<file path="src/rtl/grid_pipe_tester.sv">
// grid_pipe_tester: ROWS x COLS grid of LATENCY-deep registered passthrough
// lanes driven by a deterministic stimulus sequencer, with a latency-aware
// checker that reports pass/fail, a saturating error count and the first
// failing lane/vector. A fault-injection path flips bit 0 of one lane before
// the compare so the checker itself can be exercised.
//
// Ports:
//   clock, reset        rising-edge clock, synchronous active-high reset
//   start               run request, honoured only in IDLE or DONE
//   inject_en/lane      invert bit 0 of lane inject_lane before compare
//   busy                high while driving or draining
//   done, pass          run complete / complete with zero mismatches
//   err_count           saturating count of mismatching lane-checks
//   first_err_lane/vec  location of the first mismatch of the run
//
// Optional macro: TAB_TESTER_FATAL_EN compiles in simulation-only reporting
// ($fatal on any mismatch, $finish on a passing run).
module grid_pipe_tester #(
  parameter int unsigned ROWS        = 2,
  parameter int unsigned COLS        = 2,
  parameter int unsigned WIDTH       = 32,
  parameter int unsigned LATENCY     = 1,
  parameter int unsigned NUM_VECTORS = 16,
  parameter int unsigned STEP        = 1,
  parameter int unsigned LANE_W      = (ROWS * COLS > 1) ? $clog2(ROWS * COLS) : 1
) (
  input  logic              clock,
  input  logic              reset,
  input  logic              start,
  input  logic              inject_en,
  input  logic [LANE_W-1:0] inject_lane,
  output logic              busy,
  output logic              done,
  output logic              pass,
  output logic [15:0]       err_count,
  output logic [LANE_W-1:0] first_err_lane,
  output logic [15:0]       first_err_vec
);

  localparam int unsigned NUM_LANES = ROWS * COLS;
  localparam int unsigned CNT_W     = $clog2(NUM_LANES + 1);
  localparam int unsigned DRAIN_W   = (LATENCY > 1) ? $clog2(LATENCY) : 1;
  localparam logic [15:0] LAST_VEC  = 16'(NUM_VECTORS - 1);
  localparam logic [DRAIN_W-1:0] LAST_DRAIN = DRAIN_W'((LATENCY > 0) ? LATENCY - 1 : 0);

  typedef enum logic [1:0] {IDLE, DRIVE, DRAIN, DONE} stateT;

  stateT                          state, nextState;
  logic                           launch;
  logic [15:0]                    vecCnt;
  logic [DRAIN_W-1:0]             drainCnt;
  logic [NUM_LANES-1:0][WIDTH-1:0] laneIn, laneOut, laneChk;
  logic                           checkValid;
  logic [15:0]                    checkVec;
  logic [CNT_W-1:0]               missCnt;
  logic                           anyMiss;
  logic [LANE_W-1:0]              missLane;
  logic [16:0]                    errSum;
  logic [15:0]                    nextErrCount;
  logic                           errSeen;

  // Stimulus word for a lane/vector pair: (lane + k*STEP) mod 2^WIDTH.
  function automatic logic [WIDTH-1:0] stimulus(input int unsigned lane, input logic [15:0] k);
    logic [63:0] acc;
    acc = 64'(lane) + 64'(k) * 64'(STEP);
    return WIDTH'(acc);
  endfunction

  // Next-state decode; launch marks an accepted start.
  always_comb begin
    nextState = state;
    launch    = 1'b0;
    case (state)
      IDLE, DONE: begin
        if (start) begin
          nextState = DRIVE;
          launch    = 1'b1;
        end
      end
      DRIVE:   if (vecCnt == LAST_VEC) nextState = (LATENCY > 0) ? DRAIN : DONE;
      DRAIN:   if (drainCnt == LAST_DRAIN) nextState = DONE;
      default: nextState = IDLE;
    endcase
  end

  // State register with registered status decode.
  always_ff @(posedge clock) begin
    if (reset) begin
      state <= IDLE;
      busy  <= 1'b0;
      done  <= 1'b0;
    end else begin
      state <= nextState;
      busy  <= (nextState == DRIVE) || (nextState == DRAIN);
      done  <= (nextState == DONE);
    end
  end

  // Vector and drain counters.
  always_ff @(posedge clock) begin
    if (reset) begin
      vecCnt   <= '0;
      drainCnt <= '0;
    end else begin
      vecCnt   <= (state == DRIVE && vecCnt != LAST_VEC) ? vecCnt + 16'd1 : 16'd0;
      drainCnt <= (state == DRAIN) ? drainCnt + DRAIN_W'(1) : '0;
    end
  end

  // Lanes see stimulus only while driving.
  always_comb begin
    laneIn = '0;
    if (state == DRIVE) begin
      for (int unsigned l = 0; l < NUM_LANES; l++) laneIn[l] = stimulus(l, vecCnt);
    end
  end

  // Lane register chains plus matching (valid, k) tag pipe for the checker.
  generate
    if (LATENCY == 0) begin : gNoPipe
      assign laneOut    = laneIn;
      assign checkValid = (state == DRIVE);
      assign checkVec   = vecCnt;
    end else begin : gPipe
      logic [LATENCY-1:0][NUM_LANES-1:0][WIDTH-1:0] stage;
      logic [LATENCY-1:0]                           validPipe;
      logic [LATENCY-1:0][15:0]                     vecPipe;

      always_ff @(posedge clock) begin
        if (reset) begin
          stage     <= '0;
          validPipe <= '0;
          vecPipe   <= '0;
        end else begin
          stage[0]     <= laneIn;
          validPipe[0] <= (state == DRIVE);
          vecPipe[0]   <= vecCnt;
          for (int unsigned i = 1; i < LATENCY; i++) begin
            stage[i]     <= stage[i-1];
            validPipe[i] <= validPipe[i-1];
            vecPipe[i]   <= vecPipe[i-1];
          end
        end
      end

      assign laneOut    = stage[LATENCY-1];
      assign checkValid = validPipe[LATENCY-1];
      assign checkVec   = vecPipe[LATENCY-1];
    end
  endgenerate

  // Compare every lane against its expected word; track lowest failing lane.
  always_comb begin
    laneChk  = laneOut;
    missCnt  = '0;
    anyMiss  = 1'b0;
    missLane = '0;
    for (int unsigned l = 0; l < NUM_LANES; l++) begin
      if (inject_en && inject_lane == LANE_W'(l)) laneChk[l][0] = ~laneOut[l][0];
    end
    if (checkValid) begin
      for (int unsigned l = 0; l < NUM_LANES; l++) begin
        if (laneChk[l] != stimulus(l, checkVec)) begin
          if (!anyMiss) missLane = LANE_W'(l);
          anyMiss = 1'b1;
          missCnt = missCnt + CNT_W'(1);
        end
      end
    end
    errSum       = {1'b0, err_count} + 17'(missCnt);
    nextErrCount = errSum[16] ? 16'hFFFF : errSum[15:0];
  end

  // Error status; cleared on every accepted start.
  always_ff @(posedge clock) begin
    if (reset) begin
      err_count      <= '0;
      first_err_lane <= '0;
      first_err_vec  <= '0;
      errSeen        <= 1'b0;
      pass           <= 1'b0;
    end else begin
      if (launch) begin
        err_count      <= '0;
        first_err_lane <= '0;
        first_err_vec  <= '0;
        errSeen        <= 1'b0;
      end else if (checkValid) begin
        err_count <= nextErrCount;
        if (anyMiss && !errSeen) begin
          errSeen        <= 1'b1;
          first_err_lane <= missLane;
          first_err_vec  <= checkVec;
        end
      end
      // The last check lands on the same edge that enters DONE.
      pass <= (nextState == DONE) && ((checkValid ? nextErrCount : err_count) == 16'd0);
    end
  end

`ifdef TAB_TESTER_FATAL_EN
  // Simulation-only reporting: stop hard on a mismatch, finish on a clean run.
  always @(posedge clock) begin
    if (!reset && checkValid && anyMiss) begin
      $fatal(1, "grid_pipe_tester: lane %0d vector %0d got %h expected %h",
             missLane, checkVec, laneChk[missLane], stimulus(32'(missLane), checkVec));
    end
    if (!reset && state != DONE && nextState == DONE &&
        ((checkValid ? nextErrCount : err_count) == 16'd0)) begin
      $finish;
    end
  end
`endif

endmodule

</file>
<file path="config.mk">
export PLATFORM = sky130hd
export DESIGN_NAME = grid_pipe_tester
export DESIGN_NICKNAME = d
export VERILOG_FILES = /design/src/rtl/grid_pipe_tester.sv
export SDC_FILE = /design/constraint.sdc
export NUM_CORES = 1
export LEC_CHECK = 0
export ABC_CLOCK_PERIOD_IN_PS = 5500
export CORE_MARGIN = 2
export CORE_UTILIZATION = 48
export DETAILED_ROUTE_END_ITERATION = 16
export HOLD_SLACK_MARGIN = 0.1
export PLACE_DENSITY_LB_ADDON = 0.2
export SETUP_SLACK_MARGIN = 0.3
export SLEW_MARGIN = 30
export SYNTH_ARGS = -nofsm -noshare
export SYNTH_HDL_FRONTEND = slang
export SYNTH_SLANG_ARGS = --single-unit
export TNS_END_PERCENT = 20
</file>
<file path="constraint.sdc">
create_clock -name clock -period 5.5 [get_ports clock]
set_input_delay 0.825 -clock clock [delete_from_list [all_inputs] [get_ports clock]]
set_output_delay 0.825 -clock clock [all_outputs]
set_load 0.005 [all_outputs]
</file>
==> summary.md <==
| Metric | Value |
|---|---|
| Via Count | `6154` |
| Total die area | `16000 um^2` |
| Cell Rows | `44` |
| Layout Skew | `0.00551 ns` |
| Worst slew pin tran | `0.729 ns` |
| Leak | `3.15 nW` |
| Worst-Skew Late Latency | `0.43 ns` |
| Top-area cell type share of the netlist area | `38.7%` |
| Number of synthesized register bits | `139` |
| # IOs | `43` |
| Final global-route overflow total | `0` |
| Initial Util | `49.2%` |
| Setup TNS | `0 ns` |
| Filler cells | `1239` |
| Critical path type | `in2reg` |
| Root Driver | `clkbuf_16` |
| IO buf count | `42` |
| Fin nets | `927` |
| Top cells by area, synth | `dfxtp_1, xnor2_1, xor2_1` |
| Worst min path class | `reg2reg` |
| Synth-to-Final Area Change | `19.8%` |
| Main synth FF type | `dfxtp_1` |
| Most common cell in the synthesized netlist | `dfxtp_1` |
| Clock tree buffer depth | `2` |
| Post-synth EDFFs | `0` |
| Status | `finished, final reports clean` |
| Peak VDD IR | `0.000230 V` |
| Mean Syn Cell Area | `8.66 um^2` |
| Initial antenna violation count | `0` |
| Final Power | `2.18 mW` |
| Worst Path Required | `5.83 ns` |
| PD cells | `254 nW/um^2` |
| Post-route minimum period | `5.14 ns` |
| Crit path DAT | `5.47 ns` |
| Post-Syn Area | `7180 um^2` |
| List of most frequent post-synthesis cells | `dfxtp_1, nor2_1, nand2_1` |
| Hold Violations, Final | `0` |
| H-tree level count | `4` |
| CTS Hold Buffers Added | `0` |
| Crit path launch type | `primary input` |
| Post-detail-place hpwl | `13800 um` |
| DR WL/cell | `17.2 um` |
| Yosys warning count | `0` |
| Crit Path Max Fanout | `4` |
| Synth Net Count | `856` |
| Die Y | `126 um` |
| Unrepaired setup endpoints after global routing | `yes` |
| Netlist cell types | `69` |
| TritonCTS buffer count | `17` |
| Final Wtd Congestion | `0.963` |
| FFs w/ async S/R, synth | `0%` |
| Endpoints failing setup | `0` |
| Final Cell Area | `8610 um^2` |
| 1st-iter DRT viols | `518` |
| Residual DRC | `0` |
| Clk slew on worst S/H paths | `0.06 ns` |
| Diode count | `0` |
| Drt via density | `5.61` |
| Largest net degree at the start of global routing | `64` |
| TritonRoute pass-1 iters | `5` |
| Vias in the first global route | `5925` |
| Fmax | `195 MHz` |
| CP endpoint kind | `flip-flop` |
| Max_cap viols | `0` |
| Sequential element share of the synthesized area | `38.7%` |
| Tcrit/Tclk final | `93.4%` |
| Die Wd | `126 um` |
| TritonCTS clock tree | `built` |
| GRT Util Overall | `24.4%` |
| Routed WL | `18900 um` |
| Antenna-violating nets left | `0` |
| Slew headroom | `51.3%` |
| Cell taking the most area after synthesis | `dfxtp_1` |
| Final Max Tran Viols | `0` |
| Total core area | `14600 um^2` |
| Mapped Cells | `829` |
| Clock sink count | `139` |
| Placed inst area | `7970 um^2` |
| Share of layout cells above drive strength 1 | `13.8%` |
| First-pass GRT wire length | `30800 um` |
==> logic make-up (layout without fill, tap and decap cells) <==
family	count (synthesis)	after routing	synth area share, %
flip-flops	139	139	38.7
adder cells (fa/ha/maj)	21	21	3.76
buffers and inverters	69	152	5.36
XOR/XNOR	106	106	12.9
AND/OR/NAND/NOR	327	327	23.8
multiplexers	19	19	2.66
AO/OA/AOI/OAI	148	148	12.8
==> what timing repair did <==
item                       4_1_cts  5_1_grt
hold endpoints to repair         0        0
buffers inserted                 2        0
setup endpoints to repair        2        8
resized for setup               15       12
pin swaps                        9        6
==> final cells by class <==
type,instances,area [um^2],share of cell area [%]
multi-input cells,621,4140,48.1
flip-flops and latches,139,2790,32.4
repair buffers,101,858,9.97
clock buffers,19,433,5.03
well taps,184,230,2.68
clock inverters,12,77.6,0.901
inverters,20,75.1,0.872
==> metrics by stage <==
stage | setup slack [ns] | hold WS (ns) | utilization [%] | std cells
2_1_floorplan | 0.343 | 0.392 | - | 829
3_3_place_gp | -0.315 | 0.401 | 54.5 | 1063
3_5_place_dp | -0.497 | 0.417 | 54.6 | 1063
4_1_cts | 0.303 | 0.429 | 58.7 | 1096
5_1_grt | 0.134 | 0.445 | 59.0 | 1096
6_report | 0.363 | 0.441 | 59.0 | 1096
==> final timing paths <==
check / from / endpoint / slack [ns] / depth (start not counted)
hold reg to reg: drainCnt / drainCnt / 0.44 / 1
setup / recovery: inject_lane[1] / pass / 0.36 / 20
setup reg to reg: checkVec[1] / pass / 0.37 / 21
hold / removal: drainCnt / drainCnt / 0.44 / 1
==> cells in the final DEF, fill, tap and decap left out, types with 4 or more instances in the layout <==
cell type / count
clkinv_2: 6
nand3b_1: 4
nand2b_1: 4
nor2_1: 71
ha_1: 18
nand4_1: 17
or3_1: 27
nand2_1: 69
clkinvlp_4: 4
a31oi_1: 4
or4_1: 4
dfxtp_1: 135
buf_4: 59
and4_1: 5
xor2_1: 45
nor4_1: 15
and3_1: 4
inv_1: 20
o21ai_0: 36
and2_1: 16
o21a_1: 6
clkbuf_16: 17
nor3b_1: 4
clkdlybuf4s50_1: 41
or2_2: 5
o211ai_1: 4
nor3_1: 18
a21oi_1: 52
nor2b_1: 25
mux2i_1: 18
a21o_1: 6
xnor2_1: 59
a21oi_2: 4
nand3_1: 25
==> registers in the layout (all words and copies together) (netlist names) <==
register	cells
busy	1
checkValid	1
checkVec	16
done	1
drainCnt	1
errSeen	1
err_count	16
first_err_lane	2
first_err_vec	16
gPipe.stage	65
pass	1
state	2
vecCnt	16
==> metal layers <==
| layer | global-route usage, % | wire [um] | vias up |
|---|---|---|---|
| met5 | 0 | 0 | - |
| met2 | 38.9 | 8710 | 206 |
| li1 | - | - | 3019 |
| met3 | 4.34 | 928 | 32 |
| met4 | 9.76 | 448 | 0 |
| met1 | 33.0 | 8800 | 2897 |
==> power by group <==
part / switching (mW) / total, mW / internal [mW] / leakage [nW]
registers: 0.00921 / 1.02 / 1.01 / 1.12
clock network: 0.438 / 1.01 / 0.568 / 0.245
logic: 0.0839 / 0.154 / 0.0698 / 1.79
==> critical path, stage by stage <==
cell,delay (ns)
clkdlybuf4s50_1,0.41
nand3b_1,0.20
xnor2_2,0.18
o2111ai_1,0.14
or4_1,0.43
nor4_2,0.16
buf_4,0.16
o211a_4,0.17
ha_4,0.22
xor2_2,0.17
mux2_2,0.36
ha_2,0.18
fa_2,0.35
a21o_1,0.23
nand4_1,0.21
nor2_1,0.10
xnor2_1,0.28
nand4_1,0.15
a2111o_1,0.35
a2111oi_4,0.19
Power figures use the tool's default switching activity.
==> RTL edit 1 (config.mk and constraints unchanged) <==
Compare `vecCnt` against `LAST_VEC` with >= in place of ==.
--- a/src/rtl/grid_pipe_tester.sv
+++ b/src/rtl/grid_pipe_tester.sv
@@ -77,7 +77,7 @@
           launch    = 1'b1;
         end
       end
-      DRIVE:   if (vecCnt == LAST_VEC) nextState = (LATENCY > 0) ? DRAIN : DONE;
+      DRIVE:   if (vecCnt >= LAST_VEC) nextState = (LATENCY > 0) ? DRAIN : DONE;
       DRAIN:   if (drainCnt == LAST_DRAIN) nextState = DONE;
       default: nextState = IDLE;
     endcase
Behaviour: same outputs for any inputs over 10 cycles, from zero or initial values and one cycle with reset high; that may be too few to reach the edited logic, so the function may still have changed.
==> RTL edit 1 against the original RTL <==
- setup slack improved by 200 ps
- total power rose by 5.5%
- wire length down 0.50%
- synthesized area is 0.70% higher
- sequential share of layout area rose by 0.096 points
- synthesized cell count increased by 0.60%
- sequential cell count is the same
- global-route usage down 0.30 points
- die area up 0.67%
- final cell count decreased by 2.2%
- design area about the same
- combinational power decreased by 26%
- critical endpoint unchanged
==> RTL edit 1: results (changes against the original RTL) <==
stage,metric,value,unit,change
global_route,met1 track demand over resource,32.8,%,-0.27 points
power,Leak Pwr,3.25,nW,+3.0%
sta,Clock Skew,10.4,ps,+4.88 ps
detailed_routing,total number of vias,5987,,-2.7%
power,Pint,0.00175,W,+6.1%
global_route,routing usage on met3,5.10,%,+0.76 points
setup_path,CP arrival,5320,ps,-150 ps
layout,fraction of layout cells with a size suffix above 1,12.5,%,-1.3 points
synthesis,Syn Nets,861,,+0.58%
placed_design,Detail Placement HPWL,13.9,mm,+0.75%
synthesis,Synth cell types,68,,-1.4%
detailed_routing,Iteration-0 DRC Markers,335,,-35%
synthesis,Synth area leaders,"dfxtp_1 (38%), xnor2_1 (7.3%), xor2_1 (6.7%), nor2_1 (3.8%), nand2_1 (3.6%)",,
power,VDD IR max,0.223,mV,-3.2%
setup_path,Crit-path slowest cell,clkdlybuf4s50_1,,
setup_path,Reg2Reg Depth,22,,+4.8%
sta,Tmin final,4940,ps,-198 ps
placed_design,RePlAce Congestion,0.945,,-1.9%
power,Flop pwr share,44.3,%,-2.6 points
global_route,routing usage on met2,37.9,%,-1.1 points
placed_design,DP Area,7850,µm²,-1.5%
synthesis,post-synthesis sequential area ratio,38.5,%,-0.27 points
placed_design,Post-Place Worst Slack,-311,ps,+186 ps
global_route,global-route wire length before repair,30.1,mm,-2.3%
status,status,"finished, final reports clean",,
sta,Slew HR,48.2,%,-3.1 points
synthesis,synth cell count leaders,"dfxtp_1 (139), nor2_1 (73), nand2_1 (70), xnor2_1 (60), xor2_1 (55)",,
global_route,Tot GR Track Use,24.1,%,-0.30 points
setup_path,r2r setup slk,620,ps,+250 ps
[RTL edit 1: kinds of logic (layout without fill, tap and decap cells)]
family,after synthesis,after routing,share of synthesized area (%)
simple gates,332,332,24.5
flops,139,139,38.5
compound gates,131,131,11.6
xor+xnor,115,115,13.9
buf+inv,75,129,4.81
fa+ha+maj,21,21,3.74
mux,21,21,2.94
[RTL edit 1: repair_timing]
action                                  CTS  global route
resized for setup                         4            29
gates cloned                              0             0
endpoints found under the setup margin    2             6
buffers inserted                          0             5
hold buffers                              0             0
pin swaps                                 0             9
[RTL edit 1: cell type report]
cell class,instances,area (µm²)
fillers,1275,6040
multi-input cells,620,4210
flip-flops and latches,139,2800
repair buffers,79,698
clock buffers,19,443
well taps,184,230
clock inverters,13,156
inverters,18,67.6
[RTL edit 1: critical path, delay by kind of cell]
kind	cells	cell delay (ps)
and+or+nand+nor	8	1440
AOI/OAI and AO/OA	5	1080
adders and majority gates	3	850
buffers and inverters	1	410
muxes	1	360
xor gates and xnor gates	2	330
[RTL edit 1: how the worst min path moves through the flow]
stage                                     end  cells past startpoint
after floorplan           drainCnt$_SDFF_PP0_                      1
after global placement    drainCnt$_SDFF_PP0_                      1
after detailed placement  drainCnt$_SDFF_PP0_                      1
after CTS                 drainCnt$_SDFF_PP0_                      1
after global routing      drainCnt$_SDFF_PP0_                      1
final                     drainCnt$_SDFF_PP0_                      1
[RTL edit 1: through the flow]
stage / instances / utilization (%)
detailed placement: 1035 / 53.6
floorplan: 834 / -
finish: 1072 / 58.7
global placement: 1035 / 53.6
global route: 1072 / 58.7
CTS: 1067 / 57.8
[RTL edit 1: metal layers]
layer	vias to the layer above	wire length (µm)
met1	2822	8970
li1	2972	-
met3	29	829
met2	164	8600
met5	-	0
met4	0	394
==> RTL edit 2 (same settings) <==
Without the edit above. `NUM_VECTORS`: 16 -> 8.
--- a/src/rtl/grid_pipe_tester.sv
+++ b/src/rtl/grid_pipe_tester.sv
@@ -20,7 +20,7 @@
   parameter int unsigned COLS        = 2,
   parameter int unsigned WIDTH       = 32,
   parameter int unsigned LATENCY     = 1,
-  parameter int unsigned NUM_VECTORS = 16,
+  parameter int unsigned NUM_VECTORS = 8,
   parameter int unsigned STEP        = 1,
   parameter int unsigned LANE_W      = (ROWS * COLS > 1) ? $clog2(ROWS * COLS) : 1
 ) (
Behaviour: same outputs for any inputs over 10 cycles, from zero or initial values and one cycle with reset high; that may be too few to reach the edited logic, so the function may still have changed.
==> RTL edit 2 against the original RTL <==
- hold slack got worse by 22 ps
- via count grew 0.36%
- total power up 5.1%
- count of clock-buffer cells in the layout grew 2
- sequential power about the same
- final cell count fell by 0.27%
- sequential cell count did not move
- setup slack improved by 74 ps
- core utilization hardly changed
- design area hardly changed
- wire length is 1.9% higher
- synthesized area rose by 0.33%
==> RTL edit 2: results (changes against the original RTL) <==
stage,metric,value,unit,change
status,status,"finished, final reports clean",,
global_route,global-route wire length before repair,30.4,mm,-1.3%
setup_path,Critical path origin,checkVec[1]$_SDFF_PP0_,,
synthesis,post-synthesis sequential area ratio,38.6,%,-0.13 points
synthesis,mux cell area share after synthesis,1.37,%,-1.3 points
global_route,Tot GR Track Use,24.1,%,-0.36 points
global_route,largest net degree at the start of global routing,63,,-1.6%
global_route,vias in the first global route,5741,,-3.1%
setup_path,CP arrival,5410,ps,-60 ps
synthesis,Adder-Cell Fraction of Synth Area,3.75,%,-0.012 points
power,Leak Pwr,3.13,nW,-0.68%
power,Pint,0.00176,W,+6.5%
sta,Slew HR,42.4,%,-9.0 points
detailed_routing,DR vias/cell,5.65,,+0.63%
placed_design,RePlAce Congestion,0.988,,+2.6%
detailed_routing,routed wire length,19.2,mm,+1.9%
sta,Clock Skew,12.7,ps,+7.16 ps
setup_path,Reg2Reg Depth,23,,+9.5%
placed_design,Detail Placement HPWL,14.0,mm,+1.9%
placed_design,DP Area,7830,µm²,-1.7%
detailed_routing,Iteration-0 DRC Markers,488,,-5.8%
synthesis,Syn Nets,882,,+3.0%
layout,Nets,923,,-0.43%
setup_path,Crit-path slowest cell,or3_4,,
sta,WHS,419,ps,-22.1 ps
synthesis,synth cell count leaders,"dfxtp_1 (139), nor2_1 (96), nand2_1 (68), xor2_1 (60), xnor2_1 (56)",,
RTL edit 2: final cells by class:
type                       count  area [µm²]  share of cell area (%)
multi-input combinational    648        4250                    49.4
clock inverter                11         135                    1.57
clock buffer                  21         460                    5.35
sequential                   139        2790                    32.4
tap                          184         230                    2.67
timing repair buffer          77         689                    8.01
inverter                      13        48.8                   0.567
RTL edit 2: metal layers:
layer | up-vias | track usage [%] | part of all wire, % | routed length (µm)
met5 | - | 0 | 0 | 0
met4 | 0 | 10.5 | 3.3 | 640
met3 | 44 | 5.02 | 4.9 | 943
met2 | 207 | 35.5 | 44 | 8510
met1 | 2908 | 34.0 | 48 | 9150
li1 | 3017 | - | - | -
RTL edit 2: logic make-up after synthesis:
group,Yosys count
flops,139
fa+ha+maj,21
simple gates,373
compound gates,128
mux,9
xor+xnor,117
buf+inv,68
RTL edit 2: worst register-to-register path, delay by kind of cell (launching register included):
kind	cells	cell delay (ps)
multiplexers	1	180
flip-flops	1	360
adder cells (fa/ha/maj)	4	870
AO/OA/AOI/OAI	5	1080
AND/OR/NAND/NOR	9	2040
XOR/XNOR	1	170
buffers and inverters	3	290
RTL edit 2: how the worst max path moves through the flow:
stage / end / slack, ps / cells after the start
floorplan: pass$_SDFF_PP0_ / 340 / 23
global placement: pass$_SDFF_PP0_ / 90 / 22
detailed placement: pass$_SDFF_PP0_ / -90 / 22
CTS: pass$_SDFF_PP0_ / 310 / 23
global route: pass$_SDFF_PP0_ / 190 / 23
finish: pass$_SDFF_PP0_ / 440 / 23
RTL edit 2: what timing repair did:
action,in CTS,in global routing
setup endpoints to repair,2,4
hold endpoints to repair,0,0
setup buffers,2,3
pin swaps,4,12
resized for setup,8,32
RTL edit 2: power by group through the flow:
| stage | sequential, W | clock (W) | combinational (W) |
|---|---|---|---|
| global placement | 0.00104 | 0 | 0.0000984 |
| floorplan | 0.00104 | 0 | 0.0000757 |
| detailed placement | 0.00104 | 0 | 0.000103 |
| finish | 0.00102 | 0.00115 | 0.000122 |
| CTS | 0.00102 | 0.00117 | 0.000108 |
| global route | 0.00102 | 0.00121 | 0.000135 |
RTL edit 2: through the flow:
stage	TNS (ps)	setup slack [ps]	std cells
3_5_place_dp	-90.7	-90.7	1056
2_1_floorplan	0	343	855
5_1_grt	0	190	1093
6_report	0	437	1093
4_1_cts	0	313	1090
3_3_place_gp	0	85.4	1056
